--- src/rtl/geom_mem_arbiter.sv ---
// rtl/geom_mem_arbiter.sv - shares one geometry RAM port between SPI writes and frame-driver reads
// Fixed-latency read tagging plus forced write slots so uploads are not starved during long draws.
module geom_mem_arbiter #(
  parameter int ADDR_W   = 13,
  parameter int DATA_W   = 108,
  parameter int RD_LAT   = 2,
  parameter int MAX_WAIT = 4
) (
  input  logic              clk,
  input  logic              rst_n,
  input  logic              frame_active,
  input  logic              wr_req,
  input  logic [ADDR_W-1:0] wr_addr,
  input  logic [DATA_W-1:0] wr_data,
  output logic              wr_gnt,
  input  logic              rd_req,
  input  logic [ADDR_W-1:0] rd_addr,
  output logic              rd_gnt,
  output logic [DATA_W-1:0] rd_data,
  output logic              rd_valid,
  output logic              mem_en,
  output logic              mem_we,
  output logic [ADDR_W-1:0] mem_addr,
  output logic [DATA_W-1:0] mem_wdata,
  input  logic [DATA_W-1:0] mem_rdata,
  output logic              rd_pending
);

  localparam logic [1:0] ST_UPLOAD = 2'd0;
  localparam logic [1:0] ST_DRAW   = 2'd1;
  localparam logic [1:0] ST_DRAIN  = 2'd2;

  logic [1:0]        state_q, state_d;
  logic [3:0]        wait_q, wait_d;
  logic [RD_LAT-1:0] vld_sr_q, vld_sr_d;
  logic              wait_full;

  assign wait_full = (wait_q >= 4'(MAX_WAIT));

  // Grants are masked while reset is asserted so nothing reaches the RAM.
  always_comb begin
    wr_gnt = 1'b0;
    rd_gnt = 1'b0;
    if (rst_n) begin
      case (state_q)
        ST_UPLOAD: begin
          wr_gnt = wr_req;
          rd_gnt = rd_req & ~wr_req;
        end
        ST_DRAW: begin
          wr_gnt = wr_req & (wait_full | ~rd_req);
          rd_gnt = rd_req & ~(wr_req & wait_full);
        end
        ST_DRAIN: begin
          rd_gnt = rd_req;
        end
        default: begin
          wr_gnt = 1'b0;
          rd_gnt = 1'b0;
        end
      endcase
    end
  end

  always_comb begin
    mem_en    = wr_gnt | rd_gnt;
    mem_we    = wr_gnt;
    mem_addr  = '0;
    mem_wdata = '0;
    if (wr_gnt) begin
      mem_addr  = wr_addr;
      mem_wdata = wr_data;
    end else if (rd_gnt) begin
      mem_addr  = rd_addr;
    end
  end

  always_comb begin
    wait_d = 4'd0;
    if (wr_req && !wr_gnt) begin
      wait_d = wait_full ? wait_q : wait_q + 4'd1;
    end
  end

  always_comb begin
    state_d = state_q;
    case (state_q)
      ST_UPLOAD: if (frame_active) state_d = ST_DRAW;
      ST_DRAW:   if (!frame_active) state_d = ST_DRAIN;
      ST_DRAIN: begin
        if (frame_active)     state_d = ST_DRAW;
        else if (!rd_pending) state_d = ST_UPLOAD;
      end
      default:                state_d = ST_UPLOAD;
    endcase
  end

  // One bit per cycle of RAM latency; the last stage marks mem_rdata as valid.
  always_comb begin
    vld_sr_d    = '0;
    vld_sr_d[0] = rd_gnt;
    for (int i = 1; i < RD_LAT; i++) begin
      vld_sr_d[i] = vld_sr_q[i-1];
    end
  end

  always_ff @(posedge clk or negedge rst_n) begin
    if (!rst_n) begin
      state_q  <= ST_UPLOAD;
      wait_q   <= 4'd0;
      vld_sr_q <= '0;
    end else begin
      state_q  <= state_d;
      wait_q   <= wait_d;
      vld_sr_q <= vld_sr_d;
    end
  end

  assign rd_valid   = vld_sr_q[RD_LAT-1];
  assign rd_pending = |vld_sr_q;
  assign rd_data    = mem_rdata;

endmodule

--- config.mk ---
export PLATFORM = sky130hd
export DESIGN_NAME = geom_mem_arbiter
export DESIGN_NICKNAME = d
export VERILOG_FILES = /design/src/rtl/geom_mem_arbiter.sv
export SDC_FILE = /design/constraint.sdc
export NUM_CORES = 1
export LEC_CHECK = 0
export BUFFER_PORTS_ARGS = -buffer_cell sky130_fd_sc_hd__buf_4
export CAP_MARGIN = 10
export CELL_PAD_IN_SITES_DETAIL_PLACEMENT = 1
export CELL_PAD_IN_SITES_GLOBAL_PLACEMENT = 1
export CORE_AREA = 2 2 188 190
export CTS_BUF_LIST = sky130_fd_sc_hd__clkbuf_8
export CTS_CLUSTER_DIAMETER = 120
export CTS_CLUSTER_SIZE = 25
export DETAILED_ROUTE_END_ITERATION = 7
export DIE_AREA = 0 0 190 192
export HOLD_SLACK_MARGIN = 0.15
export MAX_ROUTING_LAYER = met4
export PLACE_DENSITY_LB_ADDON = 0.1
export SYNTH_ARGS = -nofsm -noshare
export SYNTH_HDL_FRONTEND = slang
export SYNTH_SLANG_ARGS = --single-unit
--- constraint.sdc ---
create_clock -name clk -period 4 [get_ports clk]
set_clock_uncertainty 0.1 [all_clocks]
set_input_delay 0.8 -clock clk [delete_from_list [all_inputs] [get_ports clk]]
set_output_delay 0.8 -clock clk [all_outputs]
set_load 0.005 [all_outputs]
* Word-level counts from Yosys, hierarchy flattened
Cells that the tools add are included.
** Word-level totals
- Word-level logic and storage cells :: 39
- Input bits :: 247
- Bits in read-only memories :: 0
- Latch bits :: 0
- Output and inout port bits :: 235
- Memories kept :: 0
- Memory bits (writable) :: 0
- Register bits :: 8
** Operators by class
- Bitwise gates (word level) :: 9
- Add/subtract/negate cells :: 1
- Div/mod/pow operators :: 0
- Equality and inequality tests :: 6
- $mul :: 0
- Multiplexer cells :: 14
- Reductions and logical operators :: 5
- Shift-type cells :: 0
- Order comparisons :: 1
** Operators with widths (count)
- $mux 108 :: 1
- $mux 13 :: 2
- $mux 2 :: 4
- $mux 4 :: 2
- $ne 2x2->1 const B :: 3
- $pmux 2 s3 :: 1
- $add 4x1->4 const B :: 1
- $and 1x1->1 :: 4
- $ge 4x3->1 const B :: 1
- $ne 3x3->1 const B :: 1
- $not 1->1 :: 3
- $pmux 1 s3 :: 1
- $reduce_and 3->1 :: 1
- $eq 2x1->1 const B :: 1
- $eq 2x2->1 const B :: 1
- $logic_not 2->1 :: 1
- $mux 1 :: 2
- $or 1x1->1 :: 2
- $pmux 1 s2 :: 1
- $reduce_or 2->1 :: 1
- $logic_and 1x1->1 :: 1
- $logic_not 1->1 :: 1

* Logic depth before layout (Yosys ltp)
Gate-level depths: netlist of run 1.
- Word-level depth :: 8
- Mapped depth :: 5
- Mapped depth without buffers :: 3

* Worst setup path after synthesis of run 1
Ideal clock, no wire load.
- Kind :: input to output
- Start :: input rst_n
- End :: output mem_wdata[100]
- Cell stages on the path :: 5
- Buffers on the path :: 2
- Setup slack :: 1.495 ns
- Arrival :: 1.605 ns
- Required time :: 3.100 ns
- Path through :: nand3b_1 > a31oi_4 > buf_4 > buf_4 > and2_1
** On the way
- Longest elaborated chain between the ends :: 2
** Ends and longest elaborated chain
- start, declared :: line 10 : input logic rst_n,
- $mux 1 :: line 44 : if (rst_n) begin
- $mux 108 :: line 70 : if (wr_gnt) begin
- end, declared :: line 24 : output logic [DATA_W-1:0] mem_wdata,
Every way passes these cells.

* Final worst setup path of run 1
- Start :: input rst_n
- End :: output mem_wdata[49]
The elaborated chain is that of the path after synthesis.

==> results of run 1 <==
[worst register-to-register path: stages (launching register included)]
cell	delay (ns)
sky130_fd_sc_hd__dfrtp_1	0.41
sky130_fd_sc_hd__nand3b_1	0.23
sky130_fd_sc_hd__a31oi_4	0.43
sky130_fd_sc_hd__buf_12	0.29
sky130_fd_sc_hd__nor3b_1	0.12
[cells in the final DEF (no fill, tap or decap)]
cell | Yosys | layout
sky130_fd_sc_hd__buf_4 | 114 | 266
sky130_fd_sc_hd__and2_1 | 109 | 109
sky130_fd_sc_hd__a22o_1 | 13 | 13
sky130_fd_sc_hd__dfrtp_1 | 8 | 8
sky130_fd_sc_hd__nor3b_1 | 4 | 4
sky130_fd_sc_hd__clkbuf_8 | 0 | 3
sky130_fd_sc_hd__nand3b_1 | 2 | 2
sky130_fd_sc_hd__nand2b_1 | 2 | 2
sky130_fd_sc_hd__or2_2 | 2 | 2
sky130_fd_sc_hd__a21oi_1 | 2 | 2
sky130_fd_sc_hd__buf_12 | 0 | 2
sky130_fd_sc_hd__nor2_2 | 1 | 1
sky130_fd_sc_hd__a31oi_4 | 1 | 1
sky130_fd_sc_hd__nand2_1 | 1 | 1
sky130_fd_sc_hd__o2111a_1 | 1 | 1
sky130_fd_sc_hd__and3_1 | 1 | 1
sky130_fd_sc_hd__xnor2_1 | 1 | 1
sky130_fd_sc_hd__inv_1 | 1 | 1
sky130_fd_sc_hd__mux2i_1 | 1 | 1
sky130_fd_sc_hd__ha_1 | 1 | 1
[metal layers]
layer	track usage	part of all wire	vias to the layer above
li1	-	-	1038
met1	0.0528	0.30	1003
met2	0.115	0.52	223
met3	0.0201	0.12	65
met4	0.0349	0.054	0
met5	-	0	-
[final cells by class]
class,count,share of cell area
inverter,1,0.000986
timing repair buffer,268,0.535
multi-input combinational,142,0.251
sequential,8,0.0526
clock buffer,3,0.0108
tap,455,0.150
[cell usage after synthesis]
library cell               count  area, um2
sky130_fd_sc_hd__mux2i_1       1       10.0
sky130_fd_sc_hd__ha_1          1       12.5
sky130_fd_sc_hd__a31oi_4       1       21.3
sky130_fd_sc_hd__a22o_1       13        114
sky130_fd_sc_hd__nand2b_1      2       12.5
sky130_fd_sc_hd__buf_4       114        856
sky130_fd_sc_hd__and3_1        1       6.26
sky130_fd_sc_hd__nand3b_1      2       15.0
sky130_fd_sc_hd__nor3b_1       4       30.0
sky130_fd_sc_hd__dfrtp_1       8        200
sky130_fd_sc_hd__nand2_1       1       3.75
sky130_fd_sc_hd__o2111a_1      1       11.3
sky130_fd_sc_hd__a21oi_1       2       10.0
sky130_fd_sc_hd__inv_1         1       3.75
sky130_fd_sc_hd__buf_6         1       11.3
sky130_fd_sc_hd__nor2_2        1       6.26
sky130_fd_sc_hd__xnor2_1       1       8.76
sky130_fd_sc_hd__buf_2         1       5.00
sky130_fd_sc_hd__and2_1      109        682
sky130_fd_sc_hd__or2_2         2       12.5
sky130_fd_sc_hd__clkbuf_1      7       26.3
[sequential cells by signal, summed over array words and instances (netlist names)]
name / count
vld_sr_q: 2
wait_q: 4
state_q: 2
[cell families (layout without fill, tap and decap cells)]
family                   after synthesis  in the layout  share of synthesized area
AO/OA/AOI/OAI                         17             17                     0.0760
XOR/XNOR                               1              1                    0.00426
adder cells (fa/ha/maj)                1              1                    0.00608
buffers and inverters                124            272                      0.438
flip-flops                             8              8                     0.0973
multiplexers                           1              1                    0.00486
AND/OR/NAND/NOR                      122            122                      0.373
[per-stage QoR]
step           setup slack (ns)  hold slack, ns  cells
2_1_floorplan              1.50           0.246    274
3_3_place_gp              0.819           0.258    874
3_5_place_dp              0.778           0.262    874
4_1_cts                   0.771           0.271    877
5_1_grt                   0.632           0.278    877
6_report                  0.869           0.264    877
[path summary, 6_finish.rpt]
path	end	slack, ns	cells after the start
worst max-delay path	mem_wdata[49]	0.87	6
worst min-delay path	vld_sr_q[1]	0.26	0
worst max register to register	wait_q[1]	2.29	4
worst min register to register	vld_sr_q[1]	0.26	0
max in group asynchronous	wait_q[1]	3.37	1
min in group asynchronous	state_q[1]	0.29	1
[power groups by stage]
stage          Combinational [uW]  Clock, uW  Sequential (uW)
6_report                      288       96.4             92.2
5_1_grt                       318        107             93.1
4_1_cts                       300        103             92.2
3_5_place_dp                  299          0             93.4
3_3_place_gp                  301          0             93.5
2_1_floorplan                 171          0             91.7
==> results_tabular.tex, run 1 <==
\begin{tabular}{lr}
\hline
Metric & Value \\
\hline
\multicolumn{2}{l}{\textbf{Status}} \\
\quad Outcome & completed \\
\multicolumn{2}{l}{\textbf{Clocking}} \\
\quad Clock Tree Buf Depth & 2 \\
\quad Skew-Pair Late Insertion Delay & 0.23 ns \\
\quad Total clock buffers created by CTS & 3 \\
\quad TritonCTS sink count & 8 \\
\quad Deepest level of the CTS H-tree & 1 \\
\quad Reg clk slew, reported paths & $\sim$0.04 ns \\
\quad Master cell of the clock root buffer & sky130\_fd\_sc\_hd\_\_clkbuf\_8 \\
\quad Number of gates given a new drive strength after cts & 0 \\
\quad Quantity of hold-fixing buffers added after cts & 0 \\
\quad TritonCTS clock tree & yes \\
\quad Number of post-CTS setup repair buffers & 0 \\
\multicolumn{2}{l}{\textbf{STA}} \\
\quad Tmin final & approximately 3.1 ns \\
\quad Max Fclk & 319 MHz \\
\quad Total negative slack for setup checks & 0 ns \\
\quad Max-Slew Margin vs Limit & 0.691 \\
\quad Final Setup Violations & 0 \\
\quad Pins over their slew limit & 0 \\
\quad Share of the clock period used by the worst path & 0.783 \\
\quad Final hold viol count & 0 \\
\quad Unrepaired setup endpoints after global routing & false \\
\quad Transition at the pin with the smallest max-transition slack & 0.464 ns \\
\multicolumn{2}{l}{\textbf{Place}} \\
\quad Dpl hpwl & 10400 um \\
\quad DP Area & 3770 um2 \\
\quad Routability Congestion & 0.740 \\
\quad Number of I/O port buffers & 265 \\
\multicolumn{2}{l}{\textbf{Detailed routing}} \\
\quad DR vias & 2329 \\
\quad Iteration-0 DRC Markers & 17 \\
\quad Detailed-route vias per instance & about 2.7 \\
\quad Final routed wirelength across all metal layers & roughly 12000 um \\
\quad Antenna violation net count after detailed routing & 0 \\
\quad First-pass detailed-route iteration total & 4 \\
\quad DR DRC count & 0 \\
\quad Routed length per instance & about 14 um \\
\multicolumn{2}{l}{\textbf{Worst setup path}} \\
\quad Startpoint Class & input pin \\
\quad Biggest fanout along the worst timing path & 75 \\
\quad Worst path arrival time & about 2.2 ns \\
\quad Startpoint of the worst register-to-register path & state\_q[1] \\
\quad Endpoint required time on the critical path & about 3.1 ns \\
\quad CP max stage cell & sky130\_fd\_sc\_hd\_\_a31oi\_4 \\
\quad Crit. End Element & output pin \\
\quad Dominant delay contributor by cell family on the critical path & buffers and inverters \\
\quad Most prevalent standard cell on the critical path & sky130\_fd\_sc\_hd\_\_buf\_4 \\
\quad Stage delay of the slowest cell on the critical path & around 0.43 ns \\
\quad Number of buffers and inverters on the critical path & 3 \\
\quad Series of cell instances along the critical path & buf\_4 -> nand3b\_1 -> a31oi\_4 -> buf\_12 -> and2\_1 -> buf\_4 \\
\quad Type of the setup path with the least slack & in2out \\
\quad Launch point of the worst path & rst\_n \\
\multicolumn{2}{l}{\textbf{Logic synthesis}} \\
\quad Post-synthesis instance total & around 270 \\
\quad Area of the mapped netlist & about 2000 um2 \\
\quad Syn Nets & 522 \\
\quad Average footprint of a synthesized cell & roughly 7.5 um2 \\
\quad Distinct cells, synth & 21 \\
\quad Number of synthesized register bits & 8 \\
\quad Yosys warning total & 0 \\
\quad Seq/Total Area, Yosys & 0.0973 \\
\multicolumn{2}{l}{\textbf{Floorplanning}} \\
\quad Starting density of the core & 0.0600 \\
\quad \# IOs & 482 \\
\quad DIE AREA & between 30000 and 40000 um2 \\
\quad Floorplan die width & 190 um \\
\quad Number of rows created at floorplan & 68 \\
\quad Core region area & between 30000 and 40000 um2 \\
\quad Die height & between 150 and 200 um \\
\multicolumn{2}{l}{\textbf{Flow run}} \\
\quad Count of max-cap constraint violations & 0 \\
\multicolumn{2}{l}{\textbf{Power and ir drop}} \\
\quad Clock network fraction of design power & 0.202 \\
\quad Int Power & roughly 340 uW \\
\quad Combinational power share & 0.604 \\
\quad Worst vdd rail ir drop & between 0.05 and 0.06 mV \\
\quad Switching share of power & 0.284 \\
\quad Relative contribution of sequential cells to total power & 0.194 \\
\quad Pwr per Cell Area & between 100 and 150 nW/um2 \\
\quad Reported net switching power & about 140 uW \\
\quad Power after layout & $\sim$480 uW \\
\quad Static Leak & $\sim$0.0019 uW \\
\multicolumn{2}{l}{\textbf{Global routing}} \\
\quad Pin count of the biggest net entering global routing & 76 \\
\quad First-pass GRT wire length & approximately 16000 um \\
\quad Antenna violations before repair & 0 \\
\quad Total grt overflow & 0 \\
\quad Via count of the first global-routing pass & between 2000 and 3000 \\
\quad Gr usage total & 0.0609 \\
\multicolumn{2}{l}{\textbf{Hold path}} \\
\quad Worst Min Path Start & vld\_sr\_q[0] \\
\quad Tightest Hold Check Type & reg2reg \\
\multicolumn{2}{l}{\textbf{Cells and area}} \\
\quad Register area & between 200 and 250 um2 \\
\quad Fillcell total & around 4200 \\
\quad Total number of nets in the final design & about 670 \\
\quad Post-Route Utilization & 0.111 \\
\quad Share of cells above drive strength 1 & 0.652 \\
\quad Cell area after layout & approximately 3800 um2 \\
\quad Area used by multi-input combinational logic & around 960 um2 \\
\quad Ant diodes & 0 \\
\quad Synth-to-Final Area Change & 85.0\% \\
\hline
\end{tabular}
Note: power is estimated with default switching activity, not from simulation.
==> run 2: changes to the inputs <==
--- a/config.mk
+++ b/config.mk
@@ -5,16 +5,17 @@
 export SDC_FILE = /design/constraint.sdc
 export NUM_CORES = 1
 export LEC_CHECK = 0
+export ABC_AREA = 1
 export BUFFER_PORTS_ARGS = -buffer_cell sky130_fd_sc_hd__buf_4
 export CAP_MARGIN = 10
 export CELL_PAD_IN_SITES_DETAIL_PLACEMENT = 1
 export CELL_PAD_IN_SITES_GLOBAL_PLACEMENT = 1
-export CORE_AREA = 2 2 188 190
+export CORE_AREA = 2 2 189 191
 export CTS_BUF_LIST = sky130_fd_sc_hd__clkbuf_8
 export CTS_CLUSTER_DIAMETER = 120
 export CTS_CLUSTER_SIZE = 25
 export DETAILED_ROUTE_END_ITERATION = 7
-export DIE_AREA = 0 0 190 192
+export DIE_AREA = 0 0 191 193
 export HOLD_SLACK_MARGIN = 0.15
 export MAX_ROUTING_LAYER = met4
 export PLACE_DENSITY_LB_ADDON = 0.1
==> constraint.sdc (replaced) <==
create_clock -name clk -period 2.9 [get_ports clk]
set_clock_uncertainty 0.1 [all_clocks]
set_input_delay 0.58 -clock clk [delete_from_list [all_inputs] [get_ports clk]]
set_output_delay 0.58 -clock clk [all_outputs]
set_load 0.005 [all_outputs]
==> results_tabular.tex, run 2 <==
\begin{tabular}{lr}
\hline
Metric & Value \\
\hline
\multicolumn{2}{l}{\textbf{Status}} \\
\quad Outcome & completed \\
\multicolumn{2}{l}{\textbf{Detailed routing}} \\
\quad Routed length per instance & 10.8 um (-22\%) \\
\quad Final routed wirelength across all metal layers & 11200 um (-7.2\%) \\
\quad Iteration-0 DRC Markers & 35 (+18) \\
\quad DR vias & 2817 (+21\%) \\
\quad Detailed-route vias per instance & 2.72 (+2.3\%) \\
\quad DR DRC count & 0 (unchanged) \\
\quad First-pass detailed-route iteration total & 4 (unchanged) \\
\quad Antenna violation net count after detailed routing & 0 (unchanged) \\
\multicolumn{2}{l}{\textbf{Global routing}} \\
\quad Total grt overflow & 0 (unchanged) \\
\quad Via count of the first global-routing pass & 2771 (+7.1\%) \\
\quad Gr usage total & 0.0543 (-0.00653) \\
\quad Antenna violations before repair & 0 (unchanged) \\
\quad First-pass GRT wire length & 15300 um (-4.4\%) \\
\quad Pin count of the biggest net entering global routing & 64 (-16\%) \\
\multicolumn{2}{l}{\textbf{Place}} \\
\quad Number of I/O port buffers & 265 (unchanged) \\
\quad Routability Congestion & 0.750 (+1.4\%) \\
\quad Dpl hpwl & 9680 um (-7.0\%) \\
\multicolumn{2}{l}{\textbf{STA}} \\
\quad Total negative slack for setup checks & 0 ns (unchanged) \\
\quad Final hold viol count & 0 (unchanged) \\
\quad Transition at the pin with the smallest max-transition slack & 0.657 ns (+0.194 ns) \\
\quad Max Fclk & between 400 and 500 MHz \\
\quad Share of the clock period used by the worst path & 0.858 \\
\quad Final Setup Violations & 0 (unchanged) \\
\quad Unrepaired setup endpoints after global routing & false \\
\quad Tmin final & $\sim$2.5 ns \\
\quad Pins over their slew limit & 0 (unchanged) \\
\quad Max-Slew Margin vs Limit & 0.562 (-0.129) \\
\multicolumn{2}{l}{\textbf{Power and ir drop}} \\
\quad Worst vdd rail ir drop & 0.0881 mV (+48\%) \\
\quad Pwr per Cell Area & 170 nW/um2 (+36\%) \\
\quad Power after layout & 685 uW (+44\%) \\
\quad Static Leak & 0.00255 uW (+33\%) \\
\multicolumn{2}{l}{\textbf{Logic synthesis}} \\
\quad Area of the mapped netlist & 2330 um2 (+13\%) \\
\quad Top cell type by total area after synthesis & sky130\_fd\_sc\_hd\_\_buf\_4 \\
\quad Yosys warning total & 0 (unchanged) \\
\quad Most used standard cells in the synthesized netlist & sky130\_fd\_sc\_hd\_\_inv\_1 (117), sky130\_fd\_sc\_hd\_\_nor2\_1 (115), sky130\_fd\_sc\_hd\_\_buf\_4 (109), sky130\_fd\_sc\_hd\_\_nand3\_1 (26), sky130\_fd\_sc\_hd\_\_nand2\_1 (25) \\
\quad Portion of synthesized cell area occupied by the leading cell type & 0.352 (-0.0640) \\
\quad Distinct cells, synth & 19 (-9.5\%) \\
\quad Seq/Total Area, Yosys & 0.0861 (-0.0112) \\
\quad Syn Nets & 674 (+29\%) \\
\quad Leading cell types by total area after synthesis & sky130\_fd\_sc\_hd\_\_buf\_4 (35\%), sky130\_fd\_sc\_hd\_\_inv\_1 (19\%), sky130\_fd\_sc\_hd\_\_nor2\_1 (19\%) \\
\quad Predominant post-synthesis flop cell & sky130\_fd\_sc\_hd\_\_dfrtp\_1 \\
\quad Post-synthesis instance total & 426 (+55\%) \\
\quad Share of synthesized flip-flops with an asynchronous set or reset & 1.00 (unchanged) \\
\quad Average footprint of a synthesized cell & 5.46 um2 (-27\%) \\
\quad Count of flip-flops with a built-in enable after synthesis & 0 (unchanged) \\
\quad Number of synthesized register bits & 8 (unchanged) \\
\quad Most common cell in the netlist & sky130\_fd\_sc\_hd\_\_inv\_1 \\
\multicolumn{2}{l}{\textbf{Cells and area}} \\
\quad Synth-to-Final Area Change & 73.6\% \\
\quad Top library cells by usage in the layout, fill and taps aside & sky130\_fd\_sc\_hd\_\_buf\_4 (271), sky130\_fd\_sc\_hd\_\_inv\_1 (117), sky130\_fd\_sc\_hd\_\_nor2\_1 (115) \\
\quad Max FFs per register & 4 (unchanged) \\
\quad Regs by FF count & wait\_q x4, state\_q x2, vld\_sr\_q x2 \\
\quad Ant diodes & 0 (unchanged) \\
\quad Register with the most flip-flops & wait\_q \\
\quad Most common cell after layout, fill and taps aside & sky130\_fd\_sc\_hd\_\_buf\_4 \\
\quad Total number of nets in the final design & 826 (+23\%) \\
\quad Share of cells above drive strength 1 & 0.484 (-0.167) \\
\multicolumn{2}{l}{\textbf{Hold path}} \\
\quad Tightest Hold Check Type & reg2reg \\
\multicolumn{2}{l}{\textbf{Clocking}} \\
\quad Clock Tree Buf Depth & 2 (unchanged) \\
\quad Number of gates given a new drive strength after cts & 0 (unchanged) \\
\quad TritonCTS clock tree & yes \\
\quad Reg clk slew, reported paths & 0.04 ns (about the same) \\
\quad TritonCTS sink count & 8 (unchanged) \\
\quad Skew-Pair Late Insertion Delay & 0.22 ns (about the same) \\
\quad Deepest level of the CTS H-tree & 1 (unchanged) \\
\quad Master cell of the clock root buffer & sky130\_fd\_sc\_hd\_\_clkbuf\_8 \\
\quad Total clock buffers created by CTS & 3 (unchanged) \\
\multicolumn{2}{l}{\textbf{Worst setup path}} \\
\quad Stage delay of the slowest cell on the critical path & 0.50 ns (+0.07 ns) \\
\quad Worst path arrival time & 1.81 ns (-0.42 ns) \\
\quad Startpoint Class & register \\
\quad CP max stage cell & sky130\_fd\_sc\_hd\_\_buf\_4 \\
\quad Biggest fanout along the worst timing path & 63 (-16\%) \\
\quad Endpoint required time on the critical path & 2.22 ns (-0.88 ns) \\
\quad Crit. End Element & output pin \\
\quad Series of cell instances along the critical path & nor2\_4 -> nand2\_2 -> nand2\_4 -> buf\_4 -> inv\_1 -> buf\_4 \\
\quad Type of the setup path with the least slack & reg2out \\
\quad Most prevalent standard cell on the critical path & sky130\_fd\_sc\_hd\_\_buf\_4 \\
\quad Register-to-register path setup slack & 1.09 ns (-1.20 ns) \\
\multicolumn{2}{l}{\textbf{Floorplanning}} \\
\quad Die height & 193 um (+0.52\%) \\
\quad Floorplan die width & 191 um (+0.53\%) \\
\quad \# IOs & 482 (unchanged) \\
\quad Starting density of the core & 0.0665 (+0.00650) \\
\quad Core region area & 35000 um2 (+2.0\%) \\
\quad DIE AREA & 36900 um2 (+1.0\%) \\
\quad Number of rows created at floorplan & 69 (+1.5\%) \\
\multicolumn{2}{l}{\textbf{Flow run}} \\
\quad Count of max-cap constraint violations & 0 (unchanged) \\
\hline
\end{tabular}
[run 2: path summary, 6_finish.rpt]
check,cells past startpoint,start,end
setup / recovery,6,wait_q[3],mem_we
hold / removal,0,vld_sr_q[0],vld_sr_q[1]
setup reg to reg,6,wait_q[3],wait_q[1]
hold reg to reg,0,vld_sr_q[0],vld_sr_q[1]
max in group asynchronous,2,rst_n,wait_q[0]
min in group asynchronous,2,rst_n,vld_sr_q[1]
[run 2: critical path, delay by kind of cell (launching register included)]
kind | cells | cell delay [ns]
simple gates | 3 | 0.35
buf+inv | 3 | 0.80
flops | 1 | 0.41
[run 2: metal layers]
metal / track usage / share of wire / vias to the layer above
li1: - / - / 1369
met1: 0.0553 / 0.35 / 1222
met2: 0.0942 / 0.49 / 214
met3: 0.0262 / 0.14 / 12
met4: 0.0125 / 0.016 / 0
met5: - / 0 / -
[run 2: repair_timing]
item,4_1_cts,5_1_grt
setup buffers,0,0
hold endpoints to repair,8,0
hold buffers,1,0
[run 2: area by class of cell]
cell class,instances,area [um2]
Sequential cell,8,200
Multi-Input combinational cell,176,736
Fill cell,4339,30900
Timing Repair Buffer,272,2040
Tap cell,461,577
Clock buffer,3,41.3
Inverter,117,439
[run 2: per-stage QoR]
stage / util / std cells / hold WS (ns) / worst slack (ns) / cell area, um2
CTS: 0.115 / 1037 / 0.271 / 0.339 / 4040
global route: 0.115 / 1037 / 0.297 / 0.194 / 4040
detailed placement: 0.114 / 1033 / 0.262 / 0.409 / 3990
floorplan: - / 426 / 0.184 / 0.880 / 2330
global placement: 0.114 / 1033 / 0.273 / 0.414 / 3990
finish: 0.115 / 1037 / 0.269 / 0.411 / 4040
[run 2: where the power goes]
group          leakage (uW)  internal, uW  switching, uW
registers          0.000105           120           5.95
clock network     0.0000216          89.6           40.5
logic               0.00242           252            177
[run 2: cell families after synthesis]
family | after synthesis | synth area share
xor gates and xnor gates | 1 | 0.00377
buffers and inverters | 242 | 0.601
AOI/OAI and AO/OA | 3 | 0.00645
DFF | 8 | 0.0861
and+or+nand+nor | 171 | 0.297
adders and majority gates | 1 | 0.00538
==> run 3: changes to the inputs <==
--- a/config.mk
+++ b/config.mk
@@ -10,15 +10,16 @@
 export CAP_MARGIN = 10
 export CELL_PAD_IN_SITES_DETAIL_PLACEMENT = 1
 export CELL_PAD_IN_SITES_GLOBAL_PLACEMENT = 1
-export CORE_AREA = 2 2 189 191
+export CORE_AREA = 2 2 188 190
 export CTS_BUF_LIST = sky130_fd_sc_hd__clkbuf_8
 export CTS_CLUSTER_DIAMETER = 120
 export CTS_CLUSTER_SIZE = 25
 export DETAILED_ROUTE_END_ITERATION = 7
-export DIE_AREA = 0 0 191 193
+export DIE_AREA = 0 0 190 192
 export HOLD_SLACK_MARGIN = 0.15
 export MAX_ROUTING_LAYER = met4
 export PLACE_DENSITY_LB_ADDON = 0.1
+export REMOVE_ABC_BUFFERS = 1
 export SYNTH_ARGS = -nofsm -noshare
 export SYNTH_HDL_FRONTEND = slang
 export SYNTH_SLANG_ARGS = --single-unit
==> constraint.sdc (replaced) <==
create_clock -name clk -period 2.1 [get_ports clk]
set_clock_uncertainty 0.1 [all_clocks]
set_input_delay 0.42 -clock clk [delete_from_list [all_inputs] [get_ports clk]]
set_output_delay 0.42 -clock clk [all_outputs]
set_load 0.005 [all_outputs]
==> results_tabular.tex, run 3 (synthesis gave the netlist of run 2 again) <==
\begin{tabular}{lr}
\hline
Metric & Value \\
\hline
\multicolumn{2}{l}{\textbf{Clocking}} \\
\quad Total clock buffers created by CTS & 3 (unchanged) \\
\quad Clock Tree Buf Depth & 2 (unchanged) \\
\quad Deepest level of the CTS H-tree & 1 (unchanged) \\
\quad TritonCTS clock tree & yes \\
\quad Reg clk slew, reported paths & 0.04 ns (about the same) \\
\quad TritonCTS sink count & 8 (unchanged) \\
\quad Master cell of the clock root buffer & sky130\_fd\_sc\_hd\_\_clkbuf\_8 \\
\quad Skew-Pair Late Insertion Delay & 0.23 ns (about the same) \\
\multicolumn{2}{l}{\textbf{Place}} \\
\quad DP Area & 4020 um2 (+0.94\%) \\
\quad Number of I/O port buffers & 265 (unchanged) \\
\quad Routability Congestion & 0.750 (about the same) \\
\quad Dpl hpwl & 22300 um (+130\%) \\
\quad Post-placement worst setup slack & 0.175 ns (-0.235 ns) \\
\multicolumn{2}{l}{\textbf{Cells and area}} \\
\quad Total number of nets in the final design & 837 (+1.3\%) \\
\quad Ant diodes & 0 (unchanged) \\
\quad Share of cells above drive strength 1 & 0.547 (+0.0625) \\
\quad Most common cell after layout, fill and taps aside & sky130\_fd\_sc\_hd\_\_buf\_4 \\
\quad Synth-to-Final Area Change & 91.8\% \\
\quad Register with the most flip-flops & wait\_q \\
\quad Max FFs per register & 4 (unchanged) \\
\quad Cell area after layout & 4460 um2 (+11\%) \\
\quad Top library cells by usage in the layout, fill and taps aside & sky130\_fd\_sc\_hd\_\_buf\_4 (257), sky130\_fd\_sc\_hd\_\_inv\_1 (116), sky130\_fd\_sc\_hd\_\_nor2\_1 (89) \\
\quad Fillcell total & 4245 (-2.2\%) \\
\quad Regs by FF count & wait\_q x4, state\_q x2, vld\_sr\_q x2 \\
\multicolumn{2}{l}{\textbf{Power and ir drop}} \\
\quad Static Leak & 0.00267 uW (+4.8\%) \\
\quad Relative contribution of sequential cells to total power & 0.162 (-0.022) \\
\quad Reported net switching power & 380 uW (+70\%) \\
\quad Switching share of power & 0.352 (+0.0258) \\
\quad Pwr per Cell Area & 242 nW/um2 (+43\%) \\
\quad Int Power & 700 uW (+51\%) \\
\quad Power after layout & 1080 uW (+57\%) \\
\quad Worst vdd rail ir drop & 0.178 mV (+100\%) \\
\quad Clock network fraction of design power & 0.172 (-0.018) \\
\quad Combinational power share & 0.667 (+0.041) \\
\multicolumn{2}{l}{\textbf{Global routing}} \\
\quad Total grt overflow & 0 (unchanged) \\
\quad First-pass GRT wire length & 32700 um (+110\%) \\
\quad Via count of the first global-routing pass & 3395 (+23\%) \\
\quad Gr usage total & 0.138 (+0.0836) \\
\quad Antenna violations before repair & 0 (unchanged) \\
\quad Pin count of the biggest net entering global routing & 59 (-7.8\%) \\
\multicolumn{2}{l}{\textbf{Floorplanning}} \\
\quad Die height & 192 um (-0.52\%) \\
\quad Starting density of the core & 0.0678 (+0.00131) \\
\quad DIE AREA & 36500 um2 (-1.0\%) \\
\quad Number of rows created at floorplan & 68 (-1.4\%) \\
\quad Core region area & 34300 um2 (-1.9\%) \\
\quad Floorplan die width & 190 um (-0.52\%) \\
\quad \# IOs & 482 (unchanged) \\
\multicolumn{2}{l}{\textbf{Detailed routing}} \\
\quad DR DRC count & 0 (unchanged) \\
\quad Final routed wirelength across all metal layers & 27000 um (+140\%) \\
\quad Antenna violation net count after detailed routing & 0 (unchanged) \\
\quad Iteration-0 DRC Markers & 104 (+200\%) \\
\quad First-pass detailed-route iteration total & 4 (unchanged) \\
\quad Routed length per instance & 25.9 um (+140\%) \\
\quad Detailed-route vias per instance & 3.15 (+16\%) \\
\quad DR vias & 3286 (+17\%) \\
\multicolumn{2}{l}{\textbf{STA}} \\
\quad Final Setup Violations & 2 (+2) \\
\quad Max Fclk & around 470 MHz \\
\quad Share of the clock period used by the worst path & 1.01 \\
\quad Total negative slack for setup checks & -0.0151 ns (-0.0151 ns) \\
\quad Final worst setup slack & -0.0143 ns (-0.426 ns) \\
\quad Final hold viol count & 0 (unchanged) \\
\quad Tmin final & around 2.1 ns \\
\quad Unrepaired setup endpoints after global routing & true \\
\quad Max-Slew Margin vs Limit & 0.840 (+0.279) \\
\quad Transition at the pin with the smallest max-transition slack & 0.239 ns (-0.418 ns) \\
\quad Pins over their slew limit & 0 (unchanged) \\
\quad Worst hold margin & 0.268 ns (-0.00143 ns) \\
\multicolumn{2}{l}{\textbf{Worst setup path}} \\
\quad Series of cell instances along the critical path & nor2\_4 -> nand2\_2 -> nand2\_4 -> buf\_12 -> clkbuf\_16 -> nor2\_1 -> buf\_4 \\
\quad Worst setup path endpoint & mem\_wdata[65] \\
\quad Crit. End Element & output pin \\
\quad CP max stage cell & sky130\_fd\_sc\_hd\_\_dfrtp\_1 \\
\quad Launch point of the worst path & wait\_q[3] \\
\quad Worst reg2reg endpoint & wait\_q[2] \\
\quad Stage delay of the slowest cell on the critical path & 0.41 ns (-0.09 ns) \\
\quad Endpoint required time on the critical path & 1.58 ns (-0.64 ns) \\
\quad Worst reg2reg path depth & 9 (+3) \\
\quad Type of the setup path with the least slack & reg2out \\
\quad Biggest fanout along the worst timing path & 8 (-87\%) \\
\quad Startpoint of the worst register-to-register path & wait\_q[3] \\
\quad Register-to-register path setup slack & 0.31 ns (-0.78 ns) \\
\quad Worst path arrival time & 1.59 ns (-0.22 ns) \\
\quad Startpoint Class & register \\
\multicolumn{2}{l}{\textbf{Status}} \\
\quad Failing checks & negative setup slack \\
\quad Outcome & finished with violations \\
\multicolumn{2}{l}{\textbf{Hold path}} \\
\quad Tightest Hold Check Type & reg2reg \\
\multicolumn{2}{l}{\textbf{Flow run}} \\
\quad Count of max-cap constraint violations & 0 (unchanged) \\
\hline
\end{tabular}
## run 3: changes by cell type in the layout (fill, tap and decap cells not counted), sizes merged
cell	delta
buf	+9
clkbuf	+2
## run 3: area by class of cell
cell class                 instances  area, um2  share of cell area
clock buffer                       3       41.3             0.00925
inverter                         117        439              0.0984
multi-input combinational        176        896               0.201
sequential                         8        200              0.0449
tap                              455        569               0.128
timing repair buffer             283       2320               0.519
## run 3: metal layers
layer / routed length, um / track usage
met1: 9910 / 0.137
met2: 9350 / 0.162
met3: 7680 / 0.191
met4: 49 / 0.00209
met5: 0 / -
## run 3: metrics by stage
step / std cells / utilization
2_1_floorplan: 301 / -
3_3_place_gp: 1028 / 0.117
3_5_place_dp: 1028 / 0.117
4_1_cts: 1032 / 0.119
5_1_grt: 1042 / 0.130
6_report: 1042 / 0.130
## run 3: power groups by stage
stage               logic, uW  registers [uW]  clock network (uW)
floorplan                 185             174                   0
global placement          637             176                   0
detailed placement        638             177                   0
CTS                       643             175                 190
global route              789             176                 208
finish                    720             174                 185
## run 3: critical path: cells and delay by family, from the launching register on
kind / cells / cell delay, ns
buffers and inverters: 3 / 0.47
flip-flops: 1 / 0.41
AND/OR/NAND/NOR: 4 / 0.47
## run 3: how the worst min path moves through the flow
stage	depth (start not counted)	start	slack, ns	end
after global routing	0	vld_sr_q[0]	0.28	vld_sr_q[1]
after detailed placement	2	rst_n	0.26	vld_sr_q[1]
after floorplan	0	rst_n	0.02	state_q[0]
after CTS	0	vld_sr_q[0]	0.27	vld_sr_q[1]
after global placement	2	rst_n	0.26	vld_sr_q[0]
final	0	vld_sr_q[0]	0.27	vld_sr_q[1]
## run 3: what timing repair did
item	4_1_cts	5_1_grt
hold endpoints to repair	8	0
hold buffers	1	0
gates cloned	0	4
setup buffers	0	6
pin swaps	0	2
setup endpoints to repair	6	111
gates resized for setup	2	69
